### config.mk
export PLATFORM = sky130hd
export DESIGN_NAME = lcd_ctrl
export DESIGN_NICKNAME = d
export VERILOG_FILES = /design/src/rtl/lcd_pkg.sv /design/src/rtl/lcd_ctrl.sv
export SDC_FILE = /design/constraint.sdc
export NUM_CORES = 1
export LEC_CHECK = 0
export CAP_MARGIN = 30
export CORE_UTILIZATION = 30
export CTS_BUF_LIST = sky130_fd_sc_hd__clkbuf_8 sky130_fd_sc_hd__clkbuf_16
export CTS_CLUSTER_SIZE = 14
export DETAILED_ROUTE_END_ITERATION = 16
export HOLD_SLACK_MARGIN = 0.08
export SYNTH_ARGS = -nofsm -noshare
export SYNTH_HDL_FRONTEND = slang
export SYNTH_SLANG_ARGS = --single-unit
### constraint.sdc
create_clock -name clk_i -period 2.2 [get_ports clk_i]
set_clock_uncertainty 0.05 [all_clocks]
set_input_delay 0.55 -clock clk_i [delete_from_list [all_inputs] [get_ports clk_i]]
set_output_delay 0.55 -clock clk_i [all_outputs]
set_load 0.02 [all_outputs]
### src/rtl/lcd_pkg.sv
// lcd_pkg: shared LCD sequencer state type, pin-word layout and command codes
package lcd_pkg;
  typedef enum logic [2:0] {IDLE, SETUP, PULSE, HOLD, EXEC} lcd_state_e;
  localparam int LCD_ON_BIT = 31;
  localparam int LCD_EN_BIT = 10;
  localparam int LCD_RW_BIT = 9;
  localparam int LCD_RS_BIT = 8;
  localparam logic [7:0] LCD_CMD_CLEAR = 8'h01;
  localparam logic [7:0] LCD_CMD_HOME = 8'h02;
  function automatic int max_i(input int a, input int b);
    return (a > b) ? a : b;
  endfunction
endpackage

### src/rtl/lcd_ctrl.sv
// lcd_ctrl: HD44780 write sequencer producing the io_lcd pin word with setup/pulse/hold/exec timing
module lcd_ctrl
  import lcd_pkg::*;
#(
  parameter int SETUP_CYC = 2,
  parameter int PULSE_CYC = 25,
  parameter int HOLD_CYC = 2,
  parameter int EXEC_CYC = 2000,
  parameter int CLEAR_EXEC_CYC = 82000
) (
  input  logic        clk_i,
  input  logic        rst_ni,
  input  logic        req_valid_i,
  output logic        req_ready_o,
  input  logic        req_rs_i,
  input  logic [7:0]  req_data_i,
  input  logic        lcd_on_i,
  output logic        busy_o,
  output logic        done_o,
  output logic [31:0] io_lcd_o
);
  localparam int MAX_CYC = max_i(max_i(max_i(SETUP_CYC, PULSE_CYC), max_i(HOLD_CYC, EXEC_CYC)), CLEAR_EXEC_CYC);
  localparam int CNT_W = ($clog2(MAX_CYC) < 1) ? 1 : $clog2(MAX_CYC);
  localparam logic [CNT_W-1:0] SETUP_LD = CNT_W'(SETUP_CYC - 1);
  localparam logic [CNT_W-1:0] PULSE_LD = CNT_W'(PULSE_CYC - 1);
  localparam logic [CNT_W-1:0] HOLD_LD = CNT_W'(HOLD_CYC - 1);
  localparam logic [CNT_W-1:0] EXEC_LD = CNT_W'(EXEC_CYC - 1);
  localparam logic [CNT_W-1:0] CLEAR_LD = CNT_W'(CLEAR_EXEC_CYC - 1);

  if (SETUP_CYC < 1 || PULSE_CYC < 1 || HOLD_CYC < 1 || EXEC_CYC < 1 || CLEAR_EXEC_CYC < 1) begin : g_bad_param
    $error("lcd_ctrl: every cycle parameter must be at least 1");
  end

  lcd_state_e state, state_n;
  logic [CNT_W-1:0] cnt, cnt_n;
  logic rs_q, clr_q, en_q, on_q, busy_q, done_q;
  logic [7:0] data_q;
  logic accept, cnt_zero;

  assign req_ready_o = (state == IDLE);
  assign accept = req_valid_i & req_ready_o;
  assign cnt_zero = (cnt == '0);
  assign busy_o = busy_q;
  assign done_o = done_q;

  always_comb begin
    state_n = state;
    cnt_n = cnt - CNT_W'(1);
    case (state)
      IDLE: begin
        cnt_n = cnt;
        if (accept) begin
          state_n = SETUP;
          cnt_n = SETUP_LD;
        end
      end
      SETUP: if (cnt_zero) begin
        state_n = PULSE;
        cnt_n = PULSE_LD;
      end
      PULSE: if (cnt_zero) begin
        state_n = HOLD;
        cnt_n = HOLD_LD;
      end
      HOLD: if (cnt_zero) begin
        state_n = EXEC;
        cnt_n = clr_q ? CLEAR_LD : EXEC_LD;
      end
      EXEC: if (cnt_zero) begin
        state_n = IDLE;
        cnt_n = '0;
      end
      default: begin
        state_n = IDLE;
        cnt_n = '0;
      end
    endcase
  end

  // Outputs are registered from the next state so they line up with the state they describe.
  always_ff @(posedge clk_i) begin
    if (!rst_ni) begin
      state <= IDLE;
      cnt <= '0;
      rs_q <= 1'b0;
      data_q <= '0;
      clr_q <= 1'b0;
      en_q <= 1'b0;
      on_q <= 1'b0;
      busy_q <= 1'b0;
      done_q <= 1'b0;
    end else begin
      state <= state_n;
      cnt <= cnt_n;
      en_q <= (state_n == PULSE);
      on_q <= lcd_on_i;
      busy_q <= (state_n != IDLE);
      done_q <= (state == EXEC) && cnt_zero;
      if (accept) begin
        rs_q <= req_rs_i;
        data_q <= req_data_i;
        clr_q <= !req_rs_i && (req_data_i[7:1] == LCD_CMD_CLEAR[7:1] || req_data_i[7:1] == LCD_CMD_HOME[7:1]);
      end
    end
  end

  always_comb begin
    io_lcd_o = '0;
    io_lcd_o[LCD_ON_BIT] = on_q;
    io_lcd_o[LCD_EN_BIT] = en_q;
    io_lcd_o[LCD_RW_BIT] = 1'b0;
    io_lcd_o[LCD_RS_BIT] = rs_q;
    io_lcd_o[7:0] = data_q;
  end
endmodule
==> reports/results.txt <==
The effective utilization at floorplan is 31.2%, and the final-layout setup total negative slack is 0 ps. The number of global-route vias before repair is 1795, and the leftover overflow at the end of global routing is 0. The standard cell area after detailed placement was 2340 um^2; the synthesized area divided by synthesized cell count was 7.79 um^2. The run gives 0 as the remaining design rule violation count. The first-pass iteration count of the detailed router is 4. In this run the tool buffered the top-level ports with 26 buffer cells. The final layout contains 304 nets.

The proportion of synthesized chip area in sequential cells is 34.4%, and the max-capacitance violation count is 0. TritonCTS built the clock tree. The first global-routing pass estimated 8540 um of wire. For the number of primary I/O pins, the log shows 48. Compared with the post-synthesis result, the final layout area differs by 24.2%. The floorplan has 29 rows.

Power spread over the standard cell area amounts to 1550 nW/um^2. Yosys mapped a number of flops with a built-in enable equal to 0. The cell count after synthesis came out at 254. Global routing used 15.1% of the available tracks. Kind of start point of the critical path: a flop.

Setup repair after global routing left no endpoint under its margin. The root buffer cell is clkbuf_8. Sorting the synthesized cells by area gives the leading types as dfxtp_1 (34%), buf_4 (9.1%), a21oi_1 (8.3%), nand2_1 (6.8%), nor3_1 (3.0%). The total CTS buffers was 5; the maximum clock rate was 485 MHz. For the number of warning messages in the yosys log, the log shows 0. The cell area that synthesis handed to floorplanning was 1980 um^2. 0 antenna diodes ended up in the layout. The number of DRC markers in iteration 0 was 93. The netlist uses 54 different library cells.

The clock-pin slew of the registers on the worst-case setup and hold paths was 70 ps. The average wire length per cell after detail routing was 13.6 um. After layout, the minimum clock period comes to 2060 ps.

The routed layout has 1904 vias. For the worst setup path, the data arrival time is 2240 ps. The most common flop cell mapped by yosys was dfxtp_1. Dominant cell type by area after synthesis: dfxtp_1.

Once detail routing completed, the nets flagged for antenna violations numbered 0. The later pin in the worst-skew pair is clocked with a latency of 290 ps. The async set or reset register ratio after synthesis is 0%, and the part of the cycle the worst path needs is 93.6%. Entering global routing, the biggest net connects 22 pins. The flow ran to the end, and the final reports show no timing, DRC or antenna violations. The worst setup path is of the flop to flop kind. The slack of the worst reg-to-reg path is 140 ps.

The logs give 2460 um^2 for the post-layout instance area and 0 for the number of antenna violations at the first check in global routing. Routability-driven placement finished with a final weighted congestion of 0.856. The final layout contains routed wiring with a total length of 4980 um. The logs give 34 for the clock sink count and 2 for the maximum clock insertion buffer count. STA classifies the critical path endpoint as a flop. The count of endpoints failing setup in the final report was 0; the number of max-slew violations in the final report was 0. For the worst setup path, the data required time is 2380 ps. The proportion of layout cells with a drive suffix above 1 is 14.1%, and the via count normalized by instance count is 5.19.

The floorplan step defined a core boundary enclosing 6350 um^2. From left edge to right edge, the die measures 83.2 um. The worst hold path belongs to the class flop to flop.

Detailed placement finished with a half-perimeter wire length of 3660 um. Synthesis inferred 34 register bits. The peak supply drop was 0.670 mV; the maximum fanout along the worst path was 4. The synthesized design devotes to its leading area cell type 34.4% of total area. The floorplan die height works out to 83.2 um. The logs give 2 for the number of H-tree levels and 6920 um^2 for the die area.

Leakage power total: 0.000929 uW. Counting the fill cells in the layout gives 650. The final number of hold-violating endpoints is 0, and the number of buffers added for setup after CTS is 0.
-- cell families after synthesis --
logic type	after synthesis	share of synthesized area, %
AOI/OAI and AO/OA	73	23.5
xor gates and xnor gates	5	2.21
adders and majority gates	2	1.26
buffers and inverters	44	13.2
DFF	34	34.4
muxes	3	1.58
other	1	0.190
and+or+nand+nor	92	23.7
-- per-layer routing --
layer  GRT usage [%]  routed length, um  vias to the layer above
met1            19.8               2360                      892
met4            6.27                 92                        0
met2            23.1               2210                       60
li1                -                  -                      942
met3            4.57                310                       10
met5               0                  0                        -
-- sequential cells by signal (all words and copies together), names as in the netlist --
name    flops
busy_o      1
clr_q       1
cnt        17
data_q      8
done_o      1
en_q        1
on_q        1
rs_q        1
state       3
-- timing repair --
item / in CTS / in global routing
gates resized for setup: 1 / 4
endpoints found under the hold margin: 0 / 0
endpoints found under the setup margin: 1 / 10
hold buffers: 0 / 0
-- Yosys cell counts (all sizes together) (3+ instances only) --
| cell | instances |
|---|---|
| nand2b | 5 |
| nand3 | 7 |
| o21ai | 8 |
| nand2 | 36 |
| clkbuf | 10 |
| xnor2 | 3 |
| buf | 29 |
| o22ai | 4 |
| dfxtp | 34 |
| inv | 5 |
| nor3 | 12 |
| nor2 | 11 |
| or4 | 3 |
| a21oi | 34 |
| nor4 | 6 |
-- where the power goes --
group	leakage (uW)	switching, uW	internal (uW)
clock	0.0000472	234	251
combinational	0.000604	1360	1020
sequential	0.000278	177	775
total	0.000929	1770	2050
-- cells in the final DEF (no fill, tap or decap), drive strengths merged, types with 3 or more instances in the layout --
cell type / netlist / layout
conb: 1 / 21
nor4: 6 / 6
nand2b: 5 / 5
a21oi: 34 / 34
inv: 5 / 5
dfxtp: 34 / 34
nand3: 7 / 7
xnor2: 3 / 3
o21ai: 8 / 8
or4: 3 / 3
nor3: 12 / 12
clkdlybuf4s50: 0 / 25
nand2: 36 / 36
buf: 29 / 21
nor2: 11 / 11
clkbuf: 10 / 6
o22ai: 4 / 4
-- through the flow --
step / utilization [%] / hold WS [ps] / setup slack, ps / cells / total power (uW)
after global placement: 36.9 / 391 / 137 / 359 / 3280
after detailed placement: 36.9 / 397 / 125 / 359 / 3290
after CTS: 38.4 / 407 / 105 / 367 / 3780
after floorplan: - / 387 / 154 / 274 / 2490
after global routing: 38.7 / 429 / 25.1 / 367 / 4110
final: 38.7 / 404 / 140 / 367 / 3820
-- final timing paths --
check | startpoint | endpoint | cells past startpoint
worst min-delay path | data_q[4]$_SDFFE_PN0P_ | data_q[4]$_SDFFE_PN0P_ | 2
worst min register to register | data_q[4]$_SDFFE_PN0P_ | data_q[4]$_SDFFE_PN0P_ | 2
worst max register to register | cnt[0]$_SDFFE_PN0P_ | cnt[6]$_SDFFE_PN0P_ | 6
worst max-delay path | cnt[0]$_SDFFE_PN0P_ | cnt[6]$_SDFFE_PN0P_ | 6
-- worst max-delay path, cell delays in order, from the launching register on --
cell and delay [ps]:
dfxtp_1 310, inv_1 100, ha_1 210, or3b_1 400, or4_4 440, a311o_1 360
a21oi_1 120
-- area by class of cell --
type	count	area [um^2]	area share (%)
tap	77	96.3	3.92
sequential	34	681	27.7
multi-input combinational	196	1140	46.3
timing repair buffer	47	429	17.5
clock buffer	6	82.6	3.36
inverter	5	18.8	0.764
clock inverter	2	12.5	0.509
(Power assumes the default switching activity.)
